===== src/rtl/lcd_pkg.sv =====
// Shared constants, state type and byte-stream helpers for the LCD message generator.
// Build option: define LCD_LZB_EN to blank leading zero digits in displayed values.
package lcd_pkg;

  localparam logic [7:0] LCD_CMD_CLEAR = 8'h01;
  localparam logic [7:0] LCD_CMD_LINE1 = 8'h80;
  localparam logic [7:0] LCD_CMD_LINE2 = 8'hC0;

  localparam logic [7:0] ASCII_ZERO = 8'h30;
  localparam logic [7:0] ASCII_EQ   = 8'h3D;
  localparam logic [7:0] ASCII_SP   = 8'h20;
  localparam logic [7:0] ASCII_A    = 8'h61;
  localparam logic [7:0] ASCII_B    = 8'h62;
  localparam logic [7:0] ASCII_C    = 8'h63;

  localparam int unsigned MSG_LEN = 19;

  typedef enum logic [1:0] {IDLE, CONV, EMIT} state_t;

  // Three BCD digits (hundreds in the top nibble) to three ASCII characters.
  function automatic logic [23:0] to_ascii3(input logic [11:0] bcd);
    logic [23:0] txt;
    txt = {ASCII_ZERO | {4'h0, bcd[11:8]},
           ASCII_ZERO | {4'h0, bcd[7:4]},
           ASCII_ZERO | {4'h0, bcd[3:0]}};
`ifdef LCD_LZB_EN
    if (bcd[11:8] == 4'd0) begin
      txt[23:16] = ASCII_SP;
      if (bcd[7:4] == 4'd0) txt[15:8] = ASCII_SP;
    end
`else
    txt = txt;
`endif
    return txt;
  endfunction

  // Byte idx of the display stream as {rs, data}.
  function automatic logic [8:0] msg_byte(input logic [4:0]  idx,
                                          input logic [23:0] a_txt,
                                          input logic [23:0] b_txt,
                                          input logic [23:0] c_txt);
    logic [8:0] r;
    case (idx)
      5'd0:    r = {1'b0, LCD_CMD_CLEAR};
      5'd1:    r = {1'b0, LCD_CMD_LINE1};
      5'd2:    r = {1'b1, ASCII_A};
      5'd3:    r = {1'b1, ASCII_EQ};
      5'd4:    r = {1'b1, a_txt[23:16]};
      5'd5:    r = {1'b1, a_txt[15:8]};
      5'd6:    r = {1'b1, a_txt[7:0]};
      5'd7:    r = {1'b1, ASCII_SP};
      5'd8:    r = {1'b1, ASCII_B};
      5'd9:    r = {1'b1, ASCII_EQ};
      5'd10:   r = {1'b1, b_txt[23:16]};
      5'd11:   r = {1'b1, b_txt[15:8]};
      5'd12:   r = {1'b1, b_txt[7:0]};
      5'd13:   r = {1'b0, LCD_CMD_LINE2};
      5'd14:   r = {1'b1, ASCII_C};
      5'd15:   r = {1'b1, ASCII_EQ};
      5'd16:   r = {1'b1, c_txt[23:16]};
      5'd17:   r = {1'b1, c_txt[15:8]};
      5'd18:   r = {1'b1, c_txt[7:0]};
      default: r = 9'h000;
    endcase
    return r;
  endfunction

endpackage


===== src/rtl/lcd_msg_gen_if.sv =====
// Byte stream from the message generator to the HD44780 4-bit writer.
interface lcd_msg_gen_if;
  logic       out_valid;
  logic       out_ready;
  logic       out_rs;
  logic [7:0] out_data;

  modport master (output out_valid, output out_rs, output out_data, input out_ready);
  modport slave  (input out_valid, input out_rs, input out_data, output out_ready);
endinterface


===== src/rtl/bin2bcd.sv =====
// Sequential double-dabble: load performs the first shift, then IN_W-1 shift/add-3 steps.
module bin2bcd #(
    parameter int unsigned IN_W   = 9,
    parameter int unsigned DIGITS = 3
) (
    input  logic                  clk,
    input  logic                  rst,
    input  logic                  load,
    input  logic [IN_W-1:0]       bin,
    output logic [4*DIGITS-1:0]   bcd,
    output logic                  done
);

    localparam int unsigned SW = $clog2(IN_W + 1);
    localparam logic [SW-1:0] LAST = SW'(IN_W - 1);

    logic [IN_W-1:0]     sh_q;
    logic [4*DIGITS-1:0] bcd_q;
    logic [4*DIGITS-1:0] adj;
    logic [SW-1:0]       step_q;
    logic                active_q;

    always_comb begin
        adj = bcd_q;
        for (int i = 0; i < int'(DIGITS); i++) begin
            if (bcd_q[4*i +: 4] >= 4'd5) adj[4*i +: 4] = bcd_q[4*i +: 4] + 4'd3;
        end
    end

    always_ff @(posedge clk) begin
        if (rst) begin
            sh_q     <= '0;
            bcd_q    <= '0;
            step_q   <= '0;
            active_q <= 1'b0;
        end else if (load) begin
            // BCD is empty on load, so the first bit shifts in without adjustment.
            sh_q     <= bin << 1;
            bcd_q    <= {{(4*DIGITS-1){1'b0}}, bin[IN_W-1]};
            step_q   <= '0;
            active_q <= 1'b1;
        end else if (active_q && step_q != LAST) begin
            bcd_q  <= {adj[4*DIGITS-2:0], sh_q[IN_W-1]};
            sh_q   <= sh_q << 1;
            step_q <= step_q + 1'b1;
        end else begin
            active_q <= 1'b0;
        end
    end

    assign bcd  = bcd_q;
    assign done = active_q && (step_q == LAST);

endmodule


===== src/rtl/lcd_msg_gen.sv =====
// Latches a and b, converts a, b and a+b to decimal, and streams the 19-byte LCD message.
// Build option: LCD_LZB_EN enables leading-zero blanking (see lcd_pkg::to_ascii3).
module lcd_msg_gen
    import lcd_pkg::*;
#(
    parameter int unsigned WIDTH  = 8,
    parameter int unsigned DIGITS = 3
) (
    input  logic              clk,
    input  logic              rst,
    input  logic              start,
    input  logic [WIDTH-1:0]  a,
    input  logic [WIDTH-1:0]  b,
    output logic              busy,
    output logic              done,
    lcd_msg_gen_if.master     msg
);

    state_t            state_q, state_d;
    logic [1:0]        sel_q, sel_d;
    logic [4:0]        idx_q, idx_d;
    logic [WIDTH-1:0]  a_q, a_d, b_q, b_d;
    logic [WIDTH:0]    c_q, c_d;
    logic [23:0]       a_txt_q, a_txt_d, b_txt_q, b_txt_d, c_txt_q, c_txt_d;
    logic              valid_q, valid_d, rs_q, rs_d, busy_q, busy_d, done_q, done_d;
    logic [7:0]        data_q, data_d;

    logic                cv_load, cv_done;
    logic [WIDTH:0]      cv_bin;
    logic [4*DIGITS-1:0] cv_bcd;

    bin2bcd #(
        .IN_W   (WIDTH + 1),
        .DIGITS (DIGITS)
    ) u_bin2bcd (
        .clk  (clk),
        .rst  (rst),
        .load (cv_load),
        .bin  (cv_bin),
        .bcd  (cv_bcd),
        .done (cv_done)
    );

    always_comb begin
        state_d = state_q;
        sel_d   = sel_q;
        idx_d   = idx_q;
        a_d     = a_q;
        b_d     = b_q;
        c_d     = c_q;
        a_txt_d = a_txt_q;
        b_txt_d = b_txt_q;
        c_txt_d = c_txt_q;
        valid_d = valid_q;
        rs_d    = rs_q;
        data_d  = data_q;
        busy_d  = busy_q;
        done_d  = 1'b0;
        cv_load = 1'b0;
        cv_bin  = {1'b0, a_q};

        unique case (state_q)
            IDLE: begin
                if (start) begin
                    a_d     = a;
                    b_d     = b;
                    c_d     = {1'b0, a} + {1'b0, b};
                    busy_d  = 1'b1;
                    sel_d   = 2'd0;
                    idx_d   = 5'd0;
                    state_d = CONV;
                end
            end
            CONV: begin
                // sel: 0 = load a, 1/2/3 = converting a/b/c; each finish loads the next value.
                case (sel_q)
                    2'd0: begin
                        cv_load = 1'b1;
                        sel_d   = 2'd1;
                    end
                    2'd1: if (cv_done) begin
                        a_txt_d = to_ascii3(cv_bcd[11:0]);
                        cv_load = 1'b1;
                        cv_bin  = {1'b0, b_q};
                        sel_d   = 2'd2;
                    end
                    2'd2: if (cv_done) begin
                        b_txt_d = to_ascii3(cv_bcd[11:0]);
                        cv_load = 1'b1;
                        cv_bin  = c_q;
                        sel_d   = 2'd3;
                    end
                    default: if (cv_done) begin
                        c_txt_d          = to_ascii3(cv_bcd[11:0]);
                        idx_d            = 5'd0;
                        {rs_d, data_d}   = msg_byte(5'd0, a_txt_q, b_txt_q, c_txt_q);
                        valid_d          = 1'b1;
                        state_d          = EMIT;
                    end
                endcase
            end
            EMIT: begin
                if (valid_q && msg.out_ready) begin
                    if (idx_q == 5'(MSG_LEN - 1)) begin
                        valid_d = 1'b0;
                        busy_d  = 1'b0;
                        done_d  = 1'b1;
                        state_d = IDLE;
                    end else begin
                        idx_d          = idx_q + 5'd1;
                        {rs_d, data_d} = msg_byte(idx_q + 5'd1, a_txt_q, b_txt_q, c_txt_q);
                    end
                end
            end
            default: state_d = IDLE;
        endcase
    end

    always_ff @(posedge clk) begin
        if (rst) begin
            state_q <= IDLE;
            sel_q   <= 2'd0;
            idx_q   <= 5'd0;
            a_q     <= '0;
            b_q     <= '0;
            c_q     <= '0;
            a_txt_q <= '0;
            b_txt_q <= '0;
            c_txt_q <= '0;
            valid_q <= 1'b0;
            rs_q    <= 1'b0;
            data_q  <= 8'h00;
            busy_q  <= 1'b0;
            done_q  <= 1'b0;
        end else begin
            state_q <= state_d;
            sel_q   <= sel_d;
            idx_q   <= idx_d;
            a_q     <= a_d;
            b_q     <= b_d;
            c_q     <= c_d;
            a_txt_q <= a_txt_d;
            b_txt_q <= b_txt_d;
            c_txt_q <= c_txt_d;
            valid_q <= valid_d;
            rs_q    <= rs_d;
            data_q  <= data_d;
            busy_q  <= busy_d;
            done_q  <= done_d;
        end
    end

    assign msg.out_valid = valid_q;
    assign msg.out_rs    = rs_q;
    assign msg.out_data  = data_q;
    assign busy          = busy_q;
    assign done          = done_q;

endmodule

===== src/flat_wrapper.sv =====
// flat-port wrapper written by rule: the top's interface ports become plain ports
module lcd_msg_gen_flat import lcd_pkg::*;
#(
    parameter int unsigned WIDTH  = 8,
    parameter int unsigned DIGITS = 3
)
  (clk, rst, start, a, b, busy, done, msg_out_valid, msg_out_rs, msg_out_data, msg_out_ready);
  lcd_msg_gen_if msg_i ();
  input  logic clk;
  input  logic rst;
  input  logic start;
  input  logic [WIDTH-1:0] a;
  input  logic [WIDTH-1:0] b;
  output logic busy;
  output logic done;
  output wire logic [$bits(msg_i.out_valid)-1:0] msg_out_valid;
  output wire logic [$bits(msg_i.out_rs)-1:0] msg_out_rs;
  output wire logic [$bits(msg_i.out_data)-1:0] msg_out_data;
  input wire logic [$bits(msg_i.out_ready)-1:0] msg_out_ready;
  assign msg_out_valid = msg_i.out_valid;
  assign msg_out_rs = msg_i.out_rs;
  assign msg_out_data = msg_i.out_data;
  assign msg_i.out_ready = msg_out_ready;
  lcd_msg_gen #(.WIDTH(WIDTH), .DIGITS(DIGITS)) u_core (.clk(clk), .rst(rst), .start(start), .a(a), .b(b), .busy(busy), .done(done), .msg(msg_i));
endmodule

===== config.mk =====
export PLATFORM = sky130hd
export DESIGN_NAME = lcd_msg_gen_flat
export DESIGN_NICKNAME = d
export VERILOG_FILES = /design/src/rtl/lcd_pkg.sv /design/src/rtl/lcd_msg_gen_if.sv /design/src/rtl/bin2bcd.sv /design/src/rtl/lcd_msg_gen.sv /design/src/flat_wrapper.sv
export SDC_FILE = /design/constraint.sdc
export NUM_CORES = 1
export LEC_CHECK = 0
export ABC_AREA = 1
export BUFFER_PORTS_ARGS = -buffer_cell sky130_fd_sc_hd__buf_2
export CAP_MARGIN = 20
export CORE_ASPECT_RATIO = 1.2
export CORE_MARGIN = 3
export CORE_UTILIZATION = 61
export CTS_BUF_LIST = sky130_fd_sc_hd__clkbuf_8 sky130_fd_sc_hd__clkbuf_16
export CTS_CLUSTER_DIAMETER = 200
export DETAILED_ROUTE_END_ITERATION = 16
export HOLD_SLACK_MARGIN = 0.06
export MAX_ROUTING_LAYER = met4
export PLACE_DENSITY_LB_ADDON = 0.25
export SLEW_MARGIN = 30
export SYNTH_ARGS = -nofsm -noshare
export SYNTH_HDL_FRONTEND = slang
export SYNTH_HIERARCHICAL = 1
export SYNTH_SLANG_ARGS = --single-unit

===== constraint.sdc =====
create_clock -name clk -period 2.27 [get_ports clk]
set_input_delay 0.1135 -clock clk [delete_from_list [all_inputs] [get_ports clk]]
set_output_delay 0.1135 -clock clk [all_outputs]
set_load 0.005 [all_outputs]

==> out/metrics.cfg <==
[outcome]
outcome = finished clean

[hold_path]
min-delay-start = start
hold_end = u_core/busy
min_path_cells = 6
min_path_type = in -> reg

[floorplanning]
core_um2 = 9180
die_w_um = 95.3
initial_core_util_pct = 63.6
die-height_um = 113
die-area_um2 = 10800
num_rows = 38
pin_count = 32

[cts]
cts_sinks = 110
cts_buffer_depth = 2
cts_root_buf = clkbuf_8
clk_latency_ns = 0.38
ctsHtreeMaxLevel = 3
tritoncts = yes
clkTransAtPathRegs_ns = 0.10
cts_made_buffers = 9

[worst_setup_path]
endpoint_kind = register
critical_path_buf_inv_count = 4
arrival_ns = 2.42
path_common_cell = inv_1
r2r_start = u_core/idx_q[1]
critPathTopFamily = buffers and inverters
ff2ff_setup_slack_ns = 0.20
rr_endpoint = u_core/msg.out_data[3]
critPathKind = in -> reg
slowest_delay_ns = 0.55
reg2regPathDepth = 11
startpoint_type = primary input
worstPathCellList = dlygate4sd3_1 > buf_2 > ha_1 > inv_1 > fa_1 > o21ai_2 > a21oi_1 > o21bai_1 > and2_1 > o21ai_0 > o211ai_1 > inv_1
crit_slowest_cell = dlygate4sd3_1
crit_required_ns = 2.54
path_max_fanout = 2

[final_layout]
multiInputGateArea_um2 = 3090
seqCellArea_um2 = 2200
antenna_cells = 0
fin_cells = 1020
final_cell_mix = nand2_1, nor2_1, dfxtp_1
fillCellCount = 772
utilization_pct = 71.1
final_common_cell = nand2_1
design.final.nets = 942
drive_above_1_share_pct = 11.3
area_growth_pct = 11.8

[routing]
viasPerCell = 5.45
wl_um = 14600
route.vias.total = 5556
dr.pass1.iters = 7
wire_per_inst_um = 14.3
post-route-drc-count = 0
postRouteAntennaNets = 0
dr.first_iter.drc_count = 357

[sta]
setup_viol = 0
slew_violations = 0
fin_crit_ns = 2.15
max_freq_mhz = 465
worstMarginPinSlew_ns = 0.516
setup_tns_ns = 0
slew_headroom_pct = 65.4
period_share_pct = 94.7
finClkSkew_ns = 0.00726
hold_violations = 0
rsz0062_at_grt = no

[synth]
seq_area_frac_synth_pct = 37.7
async_flop_share_pct = 0
synth_ff_type = dfxtp_1
synth_seq_cells = 110
avgSynthCellArea_um2 = 6.91
synthesis.area_um2 = 5840
synth_edf_count = 0
syn_nets = 892
ys_warn_count = 6
syn_inst = 845
yosysUniqueCellTypes = 45

[placement]
hpwl_um = 10400
dp_cells = 984
port_buffers = 31
gp_congestion = 0.907

[power]
p_total_mw = 6.57
ir_drop_mv = 0.567
powerDensity_nw_per_um2 = 1010
p_leak_nw = 2.96

[global_route]
grt_pass1_wl_um = 24300
antenna_found_initial = 0
grt_max_degree = 37
grt_use_total_pct = 29.2
grt_pass1_vias = 5387
grt-ovfl-total = 0

[run]
maxCapViolCount = 0

==> per-layer routing <==
layer	track usage (%)	routed length, µm	vias up
met1	33.6	5990	2562
li1	-	-	2804
met2	50.6	7620	159
met5	-	0	-
met3	3.39	607	31
met4	12.0	364	0
==> cell families (layout without fill, tap and decap cells) <==
kind of cell,count (synthesis),count (layout),share of synthesized area (%)
DFF,110,110,37.7
xor gates and xnor gates,6,6,1.03
AOI/OAI and AO/OA,169,169,15.9
adders and majority gates,27,27,5.92
and+or+nand+nor,400,400,29.7
buffers and inverters,133,188,9.67
==> state kept, by name (all words and copies together), names as in the netlist <==
register	cells
u_core/a_txt_q	13
u_core/b_txt_q	13
u_core/c_txt_q	13
u_core/u_bin2bcd/bcd	12
u_core/c_q	9
u_core/a_q	8
u_core/b_q	8
u_core/msg.out_data	8
u_core/u_bin2bcd/sh_q	8
u_core/idx_q	5
u_core/u_bin2bcd/step_q	4
u_core/sel_q	2
u_core/state_q	2
u_core/busy	1
u_core/done	1
u_core/msg.out_rs	1
u_core/msg.out_valid	1
u_core/u_bin2bcd/active_q	1
==> per-stage QoR <==
| step | area [µm²] | hold WS (ns) | setup slack (ns) |
|---|---|---|---|
| global placement | 6120 | 0.389 | 0.204 |
| detailed placement | 6120 | 0.399 | 0.00657 |
| global route | 6520 | 0.322 | 0.000388 |
| floorplan | 5840 | 0.256 | 0.225 |
| finish | 6520 | 0.253 | 0.120 |
| CTS | 6490 | 0.247 | 0.0734 |
==> worst min-delay path: stages <==
cell and delay [ns]:
buf_2 0.10, inv_1 0.04, nand2_1 0.05, nand2_1 0.08, o21ai_0 0.09, a21oi_1 0.12
==> what timing repair did <==
item	in CTS	in global routing
gates resized for setup	1	7
endpoints found under the setup margin	1	9
buffers inserted	0	2
endpoints found under the hold margin	19	0
hold buffers	18	0
==> how the worst max path moves through the flow <==
stage	slack, ns	from	end	depth (start not counted)
floorplan	0.23	u_core/u_bin2bcd/step_q[0]	u_core/c_txt_q[10]	14
global placement	0.20	u_core/u_bin2bcd/step_q[0]	u_core/msg.out_data[0]	17
detailed placement	0.007	u_core/u_bin2bcd/step_q[0]	u_core/msg.out_data[3]	15
CTS	0.07	u_core/u_bin2bcd/step_q[0]	u_core/msg.out_data[3]	15
global route	0.0004	u_core/idx_q[0]	u_core/msg.out_data[3]	11
finish	0.12	a[0]	u_core/c_q[6]	12
==> cells in the mapped netlist, types with 4 or more instances <==
| library cell | n | area (µm²) |
|---|---|---|
| xor2_1 | 5 | 43.8 |
| inv_1 | 93 | 349 |
| o21ai_0 | 82 | 410 |
| a21oi_1 | 55 | 275 |
| nor3_1 | 8 | 40.0 |
| nand4_1 | 7 | 43.8 |
| o22ai_1 | 8 | 50.1 |
| nor2_1 | 148 | 556 |
| dfxtp_1 | 110 | 2200 |
| nand3_2 | 4 | 40.0 |
| nand3_1 | 40 | 200 |
| inv_2 | 7 | 26.3 |
| a21oi_2 | 6 | 52.6 |
| ha_1 | 26 | 325 |
| nand2_1 | 172 | 646 |
| clkbuf_1 | 19 | 71.3 |
| o211ai_1 | 4 | 30.0 |
| a211oi_1 | 6 | 45.0 |
==> report_power, final <==
group	total, mW	internal (mW)	switching [mW]
combinational	2.85	0.953	1.89
clock	1.15	0.496	0.657
sequential	2.57	2.29	0.278
==> area by class of cell <==
cell class | instances | area share (%)
multi-input cells | 602 | 47.4
flip-flops and latches | 110 | 33.8
repair buffers | 67 | 7.46
inverters | 105 | 6.27
well taps | 120 | 2.30
clock buffers | 9 | 1.90
clock inverters | 7 | 0.921
Note: power is estimated with default switching activity, not from simulation.
